[src/rtl/alu_pkg.sv]
// Shared ALU encodings: select codes, ALUOp codes, R-type funct values and the
// S1 control payload used by the execute issue block.
package alu_pkg;

  localparam int unsigned SEL_W   = 3;
  localparam int unsigned ALUOP_W = 2;
  localparam int unsigned FUNCT_W = 6;

  // ALU select codes; 101-111 are never driven
  localparam logic [SEL_W-1:0] SEL_AND = 3'b000;
  localparam logic [SEL_W-1:0] SEL_ADD = 3'b001;
  localparam logic [SEL_W-1:0] SEL_OR  = 3'b010;
  localparam logic [SEL_W-1:0] SEL_SUB = 3'b011;
  localparam logic [SEL_W-1:0] SEL_SLT = 3'b100;

  localparam logic [ALUOP_W-1:0] ALUOP_ADD   = 2'b00;
  localparam logic [ALUOP_W-1:0] ALUOP_SUB   = 2'b01;
  localparam logic [ALUOP_W-1:0] ALUOP_FUNCT = 2'b10;
  localparam logic [ALUOP_W-1:0] ALUOP_ILL   = 2'b11;

  localparam logic [FUNCT_W-1:0] FUNCT_ADD = 6'b100000;
  localparam logic [FUNCT_W-1:0] FUNCT_SUB = 6'b100010;
  localparam logic [FUNCT_W-1:0] FUNCT_AND = 6'b100100;
  localparam logic [FUNCT_W-1:0] FUNCT_OR  = 6'b100101;
  localparam logic [FUNCT_W-1:0] FUNCT_SLT = 6'b101010;

  typedef struct packed {
    logic [SEL_W-1:0] sel;
    logic             err;
    logic             is_branch;
  } s1_ctrl_t;

endpackage

[src/rtl/alu_sel_decode.sv]
// Combinational ALUOp/funct to ALU select translation; illegal ops map to ADD
// with the error flag raised.
module alu_sel_decode
  import alu_pkg::*;
(
  input  logic [ALUOP_W-1:0] aluop,
  input  logic [FUNCT_W-1:0] funct,
  output logic [SEL_W-1:0]   sel_c,
  output logic               err_c
);

  always_comb begin
    sel_c = SEL_ADD;
    err_c = 1'b0;
    case (aluop)
      ALUOP_ADD: sel_c = SEL_ADD;
      ALUOP_SUB: sel_c = SEL_SUB;
      ALUOP_FUNCT: begin
        case (funct)
          FUNCT_ADD: sel_c = SEL_ADD;
          FUNCT_SUB: sel_c = SEL_SUB;
          FUNCT_AND: sel_c = SEL_AND;
          FUNCT_OR:  sel_c = SEL_OR;
          FUNCT_SLT: sel_c = SEL_SLT;
          default:   err_c = 1'b1;
        endcase
      end
      default: err_c = 1'b1;
    endcase
  end

endmodule

[src/rtl/alu_exec_issue.sv]
// Two-stage execute front end driving an external 32-bit ALU over valid/ready.
// Optional completed-op counter (op_count) enabled by defining ALU_STATS_EN.
module alu_exec_issue
  import alu_pkg::*;
#(
  parameter int unsigned DATA_W = 32
`ifdef ALU_STATS_EN
  ,
  parameter int unsigned CNT_W  = 16
`endif
) (
  input  logic                clk,
  input  logic                rst,
  input  logic                in_valid,
  output logic                in_ready,
  input  logic [ALUOP_W-1:0]  in_aluop,
  input  logic [FUNCT_W-1:0]  in_funct,
  input  logic                in_is_branch,
  input  logic [DATA_W-1:0]   in_a,
  input  logic [DATA_W-1:0]   in_b,
  output logic [DATA_W-1:0]   alu_a,
  output logic [DATA_W-1:0]   alu_b,
  output logic [SEL_W-1:0]    alu_sel,
  input  logic [DATA_W-1:0]   alu_out,
  input  logic                alu_zero,
  output logic                out_valid,
  input  logic                out_ready,
  output logic [DATA_W-1:0]   out_result,
  output logic                out_taken,
  output logic                out_err
`ifdef ALU_STATS_EN
  ,
  output logic [CNT_W-1:0]    op_count
`endif
);

  logic [SEL_W-1:0]  dec_sel;
  logic              dec_err;

  logic              s1_valid;
  s1_ctrl_t          s1_ctrl;
  logic [DATA_W-1:0] s1_a;
  logic [DATA_W-1:0] s1_b;

  logic              adv1;
  logic              adv2;
  logic              in_fire;

  alu_sel_decode u_dec (
    .aluop (in_aluop),
    .funct (in_funct),
    .sel_c (dec_sel),
    .err_c (dec_err)
  );

  // Stall chain depends only on stage valids and out_ready, never on in_valid
  always_comb begin
    adv2    = !out_valid || out_ready;
    adv1    = !s1_valid || adv2;
    in_fire = in_valid && adv1;
  end

  assign in_ready = adv1;

  // ALU is driven straight from S1 whether or not S1 holds a live op
  assign alu_a   = s1_a;
  assign alu_b   = s1_b;
  assign alu_sel = s1_ctrl.sel;

  // Stage 1: decoded op and operands
  always_ff @(posedge clk or posedge rst) begin
    if (rst) begin
      s1_valid <= 1'b0;
      s1_ctrl  <= '0;
      s1_a     <= '0;
      s1_b     <= '0;
    end else if (adv1) begin
      s1_valid <= in_valid;
      if (in_fire) begin
        s1_ctrl.sel       <= dec_sel;
        s1_ctrl.err       <= dec_err;
        s1_ctrl.is_branch <= in_is_branch;
        s1_a              <= in_a;
        s1_b              <= in_b;
      end
    end
  end

  // Stage 2: captured ALU result; data only changes when a live op moves in
  always_ff @(posedge clk or posedge rst) begin
    if (rst) begin
      out_valid  <= 1'b0;
      out_result <= '0;
      out_taken  <= 1'b0;
      out_err    <= 1'b0;
    end else if (adv2) begin
      out_valid <= s1_valid;
      if (s1_valid) begin
        out_result <= s1_ctrl.err ? '0 : alu_out;
        out_taken  <= s1_ctrl.is_branch && alu_zero && !s1_ctrl.err;
        out_err    <= s1_ctrl.err;
      end
    end
  end

`ifdef ALU_STATS_EN
  // Saturating count of delivered results
  always_ff @(posedge clk or posedge rst) begin
    if (rst) begin
      op_count <= '0;
    end else if (out_valid && out_ready && (op_count != '1)) begin
      op_count <= op_count + CNT_W'(1);
    end
  end
`endif

endmodule

[config.mk]
export PLATFORM = sky130hd
export DESIGN_NAME = alu_exec_issue
export DESIGN_NICKNAME = d
export VERILOG_FILES = /design/src/rtl/alu_pkg.sv /design/src/rtl/alu_sel_decode.sv /design/src/rtl/alu_exec_issue.sv
export SDC_FILE = /design/constraint.sdc
export NUM_CORES = 1
export LEC_CHECK = 0
export ABC_AREA = 1
export CAP_MARGIN = 20
export CORE_ASPECT_RATIO = 1.75
export CORE_MARGIN = 2
export CORE_UTILIZATION = 43
export DETAILED_ROUTE_END_ITERATION = 12
export PLACE_DENSITY = 0.91
export RECOVER_POWER = 50
export SETUP_SLACK_MARGIN = 0.05
export SLEW_MARGIN = 10
export SYNTH_ARGS = -nofsm -noshare
export SYNTH_HDL_FRONTEND = slang
export SYNTH_SLANG_ARGS = --single-unit
[constraint.sdc]
create_clock -name clk -period 6.3 [get_ports clk]
set_clock_uncertainty 0.2 [all_clocks]
set_input_delay 0.63 -clock clk [delete_from_list [all_inputs] [get_ports clk]]
set_output_delay 0.63 -clock clk [all_outputs]
set_load 0.02 [all_outputs]
# Word-level counts from Yosys, hierarchy flattened
# Index checks and enable logic that the tools add are counted.
word_totals:
  out_inout_bits: 103
  word_cells: 35
  regBits: 105
op_classes:
  eq_ne: 7
  reduce_logical: 13
  mux: 5
ops:
  columns: ["operator", "n"]
  rows:
  - ["32-bit two-way mux", 1]
  - ["6-bit == test, second input constant", 5]
  - ["3-bit one-hot mux with 4 select lines", 1]
  - ["3-bit one-hot mux with 2 select lines", 1]
  - ["5-bit OR reduction", 1]
  - ["2-bit AND reduction", 2]
  - ["1-bit logical AND", 3]
  - ["1-bit logical NOT", 3]
  - ["2-bit by 1-bit == test with 1-bit output, second input constant", 1]
  - ["2-bit == test, second input constant", 1]
  - ["2-bit logical NOT", 1]
  - ["1-bit logical OR", 2]
  - ["1-bit one-hot mux with 2 select lines", 1]
  - ["2-bit OR reduction", 1]
  - ["1-bit two-way mux", 1]

# Longest topological paths before layout
# Gate-level depths: netlist of run 1.
depth:
  word_depth: 5
  depth_mapped: 9
  mapped_depth_nobuf: 9

# Hierarchy
# A second synthesis of run 1 with hierarchy kept.
hier_totals:
  cells_unflattened: 496
  area_unflattened_um2: 4401.7
by_module_without_submodules:
  columns: ["module", "cells_per_inst", "seq_area_each_um2", "area_each_um2", "instances"]
  rows:
  - ["alu_exec_issue", 457, 2627.5, 4194.0, 1]
  - ["alu_sel_decode", 39, 0.0, 207.7, 1]

# Worst setup path before layout of run 1
# Ideal clock, no wire load.
synth_path:
  path_kind: "input-to-reg"
  from: "input port out_ready"
  to: "register s1_b[0], in the netlist alu_b[0]"
  n_path_buf: 2
  cell_stages: 8
  required_time_ns: 5.984
  path_slack_ns: 4.584
  arrival_ns: 1.399
  path_cell_list: "inv_1 nand3_2 nand2_2 inv_2 buf_6 buf_6 nand2_1 nand2_1"
synth_via:
  elab_chain_cells: 4
synth_lines:
  columns: ["item", "line_no", "source"]
  rows:
  - ["start, declared", "alu_exec_issue.sv:27", "input logic out_ready,"]
  - ["1-bit logical OR *", "alu_exec_issue.sv:58", "adv2 = !out_valid || out_ready;"]
  - ["1-bit logical OR *", "alu_exec_issue.sv:59", "adv1 = !s1_valid || adv2;"]
  - ["via in_ready", "alu_exec_issue.sv:15", "output logic in_ready,"]
  - ["1-bit logical AND", "alu_exec_issue.sv:60", "in_fire = in_valid && adv1;"]
  - ["2-bit AND reduction (no line) *", null, null]
  - ["end signal, assigned", "alu_exec_issue.sv:84", "s1_b <= in_b;"]
  - ["end, declared", "alu_exec_issue.sv:43", "logic [DATA_W-1:0] s1_b;"]
# Mark *: on every way through the listed nets, which the timed path passes. The rest lies on a longest branch.
# A chain may end at the register's enable or synchronous reset.

# Worst setup path after layout of run 1
layout_path:
  from: "input port out_ready"
  to: "register out_taken"
layout_via:
  elab_chain_cells: 2
layout_lines:
  columns: ["item", "line_no", "source"]
  rows:
  - ["1-bit logical OR", "alu_exec_issue.sv:58", null]
  - ["2-bit AND reduction (no line)", null, null]
  - ["end signal, assigned", "alu_exec_issue.sv:100", "out_taken <= s1_ctrl.is_branch && alu_zero && !s1_ctrl.err;"]
  - ["end, declared", "alu_exec_issue.sv:29", "output logic out_taken,"]
# No other way between the ends.

==> results.md, run 1 <==
* Highest clock rate at 0.321 GHz
* Cell variety after synth at 19
* Rel. slew slack at -0.469
* IO Pins at 213
* Req. time, crit path at between 6 and 7 ns
* Critical Path Sink Type: flop
* Levels on crit path at 6
* WS Path Type: input port to flop
* Worst slew pin tran at between 2 and 2.5 ns
* Flops & latches, synth at 105
* Reg2Reg Depth at 4
* CTS root buffer: clkbuf_16
* Grt ovf at 0
* Total power at 0.00203 W
* Initial Utilization at 0.439
* Tmin final at 3.12 ns
* GP Congestion at just over 0.8
* Synth Area in Compound Gates at 0.0796
* DP Worst Slack at 2.95 ns
* Placeable Area at ~9400 um^2
* RSZ-0062 raised after global routing: no
* Worst skew pair latency at 0.34 ns
* Setup WS post-layout at ~3.2 ns
* Hold-fix buffers, CTS at 0
* Largest net degree at the start of global routing at just over 70
* Met2 usage at 0.407
* DRC viols at 0
* CP startpoint kind: input port
* Commonest non-fill, non-tap cell in the layout: nand2_1
* Initial DRC count at 171
* Area share of fa/ha/maj cells after synthesis at 0.00915
* Post-synthesis instance area at 4100 um^2
* Synth Warn # at 0
* First-pass GRT wire length at between 15000 and 20000 um
* Final Max Slew Viols at between 50 and 60
* CTS-repair resized insts at 0
* Die height at 133 um
* Synth Area in XOR/XNOR at 0
* Drt total wl at 11700 um
* Worst-path maximum fanout at 35
* Delay of the slowest cell on the worst path at 0.96 ns
* Busiest layer in global routing: met2
* CTS tree: done
* Global routing met3 resource utilization at 0.0528
* H-tree lvl count at 3
* Setup Buffers After CTS at 0
* CTS sink count at 105
* Number of max-cap violations at 1
* Setup-failing EPs final at 0
* Worst path slowest cell: nor2_4
* Crit-path cells: clkdlybuf4s50_1 > inv_1 > nand2_1 > nand2_1 > nor2_4 > a32o_1
* Num rows at 47
* Fin area at 6550 um^2
* Worst-path clk slew at 0.07 ns
* Worst VDD drop at 0.148 mV
* CP top delay family: simple AND/OR/NAND/NOR gates
* Die width at 77.8 um
* Syn Inst Count at 418
* Worst min path class: flop to flop
* Hold Fails Final Rpt at 0
* Mux cell area share after synthesis at 0
* Initial antenna violation count at 0
* Antenna fix cells at 0
* Leak pwr at 3.29 nW
* DR vias at 3695
* Placed Area at 6240 um^2
* First-pass DRT Iterations at 4
* Area grow syn2layout at 59.7%
* Die Footprint at 10400 um^2
* Final period util at 0.495
* Main combinational cell family by area after synthesis: simple AND/OR/NAND/NOR gates
* Register area share after synthesis at 0.640
* PwrDens at 309 nW/um^2
* Syn avg cell area at 9.82 um^2
* Post-DP HPWL at approximately 8500 um
* Number of buffers created by CTS at 9
* Status: finished, violations left
* Worst EP arrival at 3.19 ns
* Met1 Track Usage GR at 0.254
* Vias in the first global route at 3767
* Nets at 734
* Buf+Inv Stages, Crit Path at 2
* Hold depth at 2
* Most frequent cells in the layout: nand2_1 (214), clkdlybuf4s50_1 (109), dfrtp_1 (105), dlygate4sd3_1 (103), a22o_1 (33)
* Post-synth net total at 531
* Most used cell, CP: nand2_1
* I/O Buffers at 212
* Flop2flop setup slack at 3.55 ns
* Setup TNS at 0 ns
* All-layer global routing usage at 0.227
* Post-DRT Antenna Nets at 0
* CTS Buffer Depth at 2
* Simple logic cell fraction of the synthesized area at 0.222
* Routed length per placed instance at about 16 um
* Ratio of cells with drive above 1 in the final layout at 0.0335
* Drt via density at 4.94
* Failing checks: capacitance limit, slew limit
-- state kept, by name, summed over array words and instances, names as in the netlist --
signal,flops
out_result,32
alu_sel,3
s1_valid,1
out_err,1
alu_b,32
s1_ctrl,2
alu_a,32
out_valid,1
out_taken,1
-- area by class of cell --
type                       count  area [um^2]
clock inverter                 4         52.6
fill                         682         2800
sequential                   105         2630
timing repair buffer         215         2160
tap                          122          153
clock buffer                  12          246
inverter                      12         46.3
multi-input combinational    278         1270
-- report_power, final --
part | leakage, nW | internal (W) | switching [W]
sequential | 1.31 | 0.000792 | 0.0000654
combinational | 1.83 | 0.000283 | 0.000332
clock | 0.147 | 0.000320 | 0.000234
total | 3.29 | 0.00140 | 0.000632
-- worst paths after layout --
kind	from	to
worst min-delay path	alu_b[9]	alu_b[9]
worst max-delay path	out_ready	out_taken
worst max register to register	out_valid	out_taken
worst min register to register	alu_b[9]	alu_b[9]
min in group asynchronous	rst	out_result[4]
max in group asynchronous	rst	out_result[9]
-- kinds of logic (layout without fill, tap and decap cells) --
group,count (synthesis),count (layout)
compound gates,39,39
fa+ha+maj,3,3
buf+inv,35,243
flops,105,105
simple gates,236,236
-- layer usage --
metal | part of all wire | vias to the layer above
li1 | - | 1734
met1 | 0.37 | 1783
met2 | 0.54 | 153
met3 | 0.061 | 25
met4 | 0.030 | 0
met5 | 0 | -
-- worst min-delay path, cell delays in order, from the launching register on --
cell and delay, ns:
dfrtp_1 0.34, nand2_1 0.05, nand2_1 0.05
-- synth_stat cells --
library cell,instances,share of area
a32o_1,1,0.0024
dfrtp_1,105,0.64
buf_2,13,0.016
ha_1,3,0.0092
nand3_2,1,0.0024
a22o_1,33,0.070
nor2_4,1,0.0027
o21bai_1,1,0.0018
o21ai_0,2,0.0024
nand2_1,213,0.19
inv_1,11,0.010
inv_2,1,0.00091
nor2_1,15,0.014
nand4_1,1,0.0015
buf_4,6,0.011
nand2_2,2,0.0030
a21oi_1,2,0.0024
buf_6,4,0.011
nand3_1,3,0.0037
-- metrics by stage --
stage,std cells,hold WS [ns],utilization
after CTS,747,0.284,0.699
after global routing,748,0.299,0.701
after global placement,731,0.260,0.667
after detailed placement,731,0.265,0.667
after floorplan,418,0.250,-
final,748,0.273,0.701
No activity file was read; power rests on OpenSTA's default activity.
==> inputs of run 2 (changes only) <==
- CORE_UTILIZATION: 43 -> 36
- PLACE_DENSITY: 0.91 -> 0.82
- clock period: 6.3 -> 2.7 ns (I/O delays scaled with it)
==> results.md, run 2 (synthesis gave the netlist of run 1 again) <==
* Worst VDD drop at 0.534 mV
* H-tree lvl count at 3
* Buf+Inv Stages, Crit Path at 1
* Worst-path maximum fanout at 20
* Num rows at 51
* Placeable Area at 11100 um^2
* Nets at 736
* Setup crit start: out_valid
* Reg area at 2630 um^2
* Worst EP arrival at roughly 2.3 ns
* Final period util at 0.832
* First-pass DRT Iterations at 4
* Number of buffers created by CTS at 9
* WS Path Type: flop to flop
* HP Start: in_a[26]
* Worst path slowest cell: nor2_1
* Fin util at 0.593
* Setup-failing EPs final at 0
* Routed length per placed instance at between 15 and 20 um
* Drt via density at 4.76
* Worst slew pin tran at 1.42 ns
* CTS-repair resized insts at 0
* Ratio of cells with drive above 1 in the final layout at 0.0382
* Number of max-cap violations at 0
* Post-DRT Antenna Nets at 0
* GP Congestion at between 0.7 and 0.8
* Worst skew pair latency at 0.34 ns
* Area grow syn2layout at 60.6%
* Leak pwr at 3.19 nW
* CP startpoint kind: flop
* Drt total wl at 12000 um
* Initial Utilization at 0.370
* Antenna fix cells at 0
* Post-DP HPWL at ~8800 um
* Grt ovf at 0
* Critical Path Sink Type: flop
* Highest clock rate at 0.445 GHz
* CTS tree: done
* Hold-fix buffers, CTS at 0
* CP top delay family: simple AND/OR/NAND/NOR gates
* Tmin final at 2.25 ns
* Hold Fails Final Rpt at 0
* Setup WS post-layout at 0.454 ns
* Placed Area at ~6300 um^2
* Crit-path cells: nand2_1 > nand2_2 > nor2_1 > buf_4 > a22o_1
* CTS Buffer Depth at 2
* Req. time, crit path at between 2 and 3 ns
* Die width at around 85 um
* IO Pins at approximately 210
* Setup TNS at 0 ns
* Fill count at 949
* Fin area at 6590 um^2
* RSZ-0062 raised after global routing: no
* Commonest non-fill, non-tap cell in the layout: nand2_1
* Final Max Slew Viols at 0
* DP Worst Slack at around 0.36 ns
* Initial antenna violation count at 0
* Delay of the slowest cell on the worst path at roughly 0.76 ns
* Worst min path class: input port to flop
* Vias in the first global route at ~3800
* Most frequent cells in the layout: nand2_1 (213), clkdlybuf4s50_1 (192), dfrtp_1 (105), a22o_1 (33), dlygate4sd3_1 (20)
* DR vias at 3618
* CTS root buffer: clkbuf_16
* First-pass GRT wire length at roughly 19000 um
* Initial DRC count at 164
* Status: finished clean
* PwrDens at 748 nW/um^2
* Total power at 0.00493 W
* Largest net degree at the start of global routing at 106
* Rel. slew slack at 0.0556
* Die height at 145 um
* CTS sink count at 105
* DRC viols at 0
* All-layer global routing usage at 0.194
* Die Footprint at 12300 um^2
* I/O Buffers at between 200 and 250
* Setup Buffers After CTS at 0
* Multi-input gate area at 1270 um^2
* Reg-to-reg startpoint: out_valid
* Worst-path clk slew at 0.07 ns
[run 2: report_power, final]
group,switching [W],internal (W),leakage [nW],total (W)
combinational,0.000776,0.000741,1.73,0.00152
sequential,0.000160,0.00185,1.31,0.00201
clock,0.000561,0.000841,0.153,0.00140
[run 2: per-stage QoR]
| stage | hold WS [ns] | std cells |
|---|---|---|
| after floorplan | 0.180 | 418 |
| after global placement | 0.261 | 744 |
| after detailed placement | 0.264 | 744 |
| after CTS | 0.249 | 760 |
| final | 0.262 | 760 |
| after global routing | 0.267 | 760 |
[run 2: worst reg2reg max path: cells and delay by family (launching register included)]
kind	cells	cell delay [ns]
buffers and inverters	1	0.39
AO/OA/AOI/OAI	1	0.19
AND/OR/NAND/NOR	3	0.98
flip-flops	1	0.42
[run 2: final timing paths]
check                           cells after the start  slack (ns)              to
worst min-delay path                                3        0.26       alu_a[26]
worst min register to register                      2        0.28       alu_b[16]
worst max-delay path                                5        0.45  out_result[30]
worst max register to register                      5        0.45  out_result[30]
max in group asynchronous                           3        0.68      alu_sel[2]
min in group asynchronous                           3        0.73       alu_b[23]
[run 2: area by class of cell]
class | count | share of cell area
flip-flops and latches | 105 | 0.399
multi-input cells | 278 | 0.192
clock buffers | 12 | 0.0374
inverters | 12 | 0.00741
well taps | 132 | 0.0251
clock inverters | 4 | 0.0116
repair buffers | 217 | 0.327
[run 2: per-layer routing]
metal  up-vias  part of all wire  global-route usage
met5         -                 0                   0
met4         0             0.040               0.108
met3        36             0.058              0.0387
met2       143              0.54               0.346
met1      1717              0.36               0.208
li1       1722                 -                   -
==> inputs of run 3 (changes only) <==
- CORE_UTILIZATION: 36 -> 40
- PLACE_DENSITY: 0.82 -> 0.86
- clock period: 2.7 -> 2.1 ns (I/O delays scaled with it)
==> results.md, run 3 (synthesis gave the netlist of run 1 again) <==
* Status: finished clean
* Delay of the slowest cell on the worst path at 0.62 ns
* CP top delay family: buffers and inverters
* Critical Path Sink Type: output port
* Die width at 80.6 um
* DR vias at 3731
* CTS-repair resized insts at 0
* Nets at 739
* I/O Buffers at about 210
* CTS root buffer: clkbuf_16
* Num rows at 48
* Drt via density at 4.94
* Worst VDD drop at 0.449 mV
* Leak pwr at 3.19 nW
* H-tree lvl count at 3
* Initial Utilization at 0.414
* Worst-path clk slew at 0.07 ns
* Commonest non-fill, non-tap cell in the layout: nand2_1
* Initial DRC count at 211
* GP Congestion at ~0.81
* Drt total wl at 12100 um
* Worst-path maximum fanout at 3
* Number of max-cap violations at 0
* Grt ovf at 0
* Total power at approximately 0.0063 W
* Reg-to-reg startpoint: s1_valid
* Worst slew pin tran at roughly 0.75 ns
* WS Path Type: flop to output port
* RSZ-0062 raised after global routing: no
* Final Max Slew Viols at 0
* Setup crit start: s1_valid
* Req. time, crit path at roughly 1.7 ns
* Largest net degree at the start of global routing at between 70 and 80
* Post-DRT Antenna Nets at 0
* Final period util at 0.902
* Fin util at 0.671
* Crit-path cells: nand3_2 > clkdlybuf4s50_1
* CTS Buffer Depth at 2
* PwrDens at 951 nW/um^2
* Hold Fails Final Rpt at 0
* Routed length per placed instance at ~16 um
* Setup-failing EPs final at 0
* All-layer global routing usage at 0.222
* Die Footprint at about 11000 um^2
* Flop2flop setup slack at 0.24 ns
* CTS tree: done
* Worst skew pair latency at 0.34 ns
* IO Pins at approximately 210
* Number of buffers created by CTS at 9
* Worst min path class: input port to flop
* Highest clock rate at 0.528 GHz
* Most frequent cells in the layout: nand2_1 (215), clkdlybuf4s50_1 (210), dfrtp_1 (105), a22o_1 (33), nor2_1 (16)
* R2R Path End: s1_ctrl[1]
* Fill count at around 770
* CTS sink count at 105
* First-pass DRT Iterations at 5
* Levels on crit path at 2
* Setup TNS at 0 ns
* Die height at 138 um
* Reg2Reg Depth at 6
* Post-DP HPWL at 9080 um
* Hold depth at 3
* Initial antenna violation count at 0
* Crit path to: in_ready
* Worst path slowest cell: clkdlybuf4s50_1
* Ratio of cells with drive above 1 in the final layout at 0.0412
* DRC viols at 0
* Placeable Area at 9910 um^2
* Antenna fix cells at 0
* Buf+Inv Stages, Crit Path at 1
* Worst EP arrival at 1.49 ns
* Rel. slew slack at 0.503
* Area grow syn2layout at 62.1%
* Tmin final at 1.90 ns
* CP startpoint kind: flop
* Vias in the first global route at roughly 3900
* First-pass GRT wire length at 18700 um
[run 3: changes by cell type in the layout (fill, tap and decap cells not counted), sizes merged]
cell           before  now
clkdlybuf4s50     192  210
dlygate4sd3        20    3
clkbuf             14   10
buf                 3    6
inv                11   14
bufinv              2    1
clkinv              1    2
[run 3: what timing repair did]
action,in CTS,in global routing
hold buffers,1,0
setup buffers,0,0
setup endpoints to repair,0,0
hold endpoints to repair,11,0
[run 3: final cells by class]
type	instances	area, um^2	area share
flip-flops and latches	105	2630	0.395
inverters	12	46.3	0.00696
multi-input cells	278	1260	0.190
clock inverters	7	86.3	0.0130
clock buffers	9	225	0.0339
repair buffers	220	2250	0.338
well taps	125	156	0.0235
[run 3: worst reg2reg max path, cell delays in order, from the launching register on]
cell      delay [ns]
dfrtp_1         0.41
nand3_2         0.11
nand2_1         0.13
clkbuf_4        0.64
nor2_1          0.10
nand2_1         0.11
nand2_1         0.05
[run 3: layer usage]
metal / GRT usage / share of wire / routed length (um)
met1: 0.232 / 0.35 / 4190
met2: 0.403 / 0.54 / 6560
met3: 0.0410 / 0.063 / 770
met4: 0.136 / 0.050 / 609
met5: 0 / 0 / 0
[run 3: stage by stage]
| step | hold WS [ns] | area [um^2] | std cells | setup WS (ns) |
|---|---|---|---|---|
| after floorplan | 0.120 | 4110 | 418 | 0.430 |
| after CTS | 0.186 | 6680 | 756 | 0.169 |
| after detailed placement | 0.265 | 6360 | 739 | 0.270 |
| final | 0.199 | 6650 | 756 | 0.205 |
| after global placement | 0.261 | 6360 | 739 | 0.265 |
| after global routing | 0.194 | 6650 | 756 | 0.108 |
[run 3: power by group]
| part | internal, W | switching, W |
|---|---|---|
| Sequential | 0.00237 | 0.000205 |
| Combinational | 0.00101 | 0.00101 |
| Clock | 0.000950 | 0.000775 |
| Total | 0.00433 | 0.00199 |
[run 3: worst min-delay path by stage]
stage,from,endpoint,slack [ns]
after floorplan,in_a[0],alu_a[0],0.12
after global placement,alu_b[14],alu_b[14],0.26
after detailed placement,alu_b[10],alu_b[10],0.27
after CTS,in_a[25],alu_a[25],0.19
after global routing,in_b[28],alu_b[28],0.19
final,in_a[15],alu_a[15],0.20
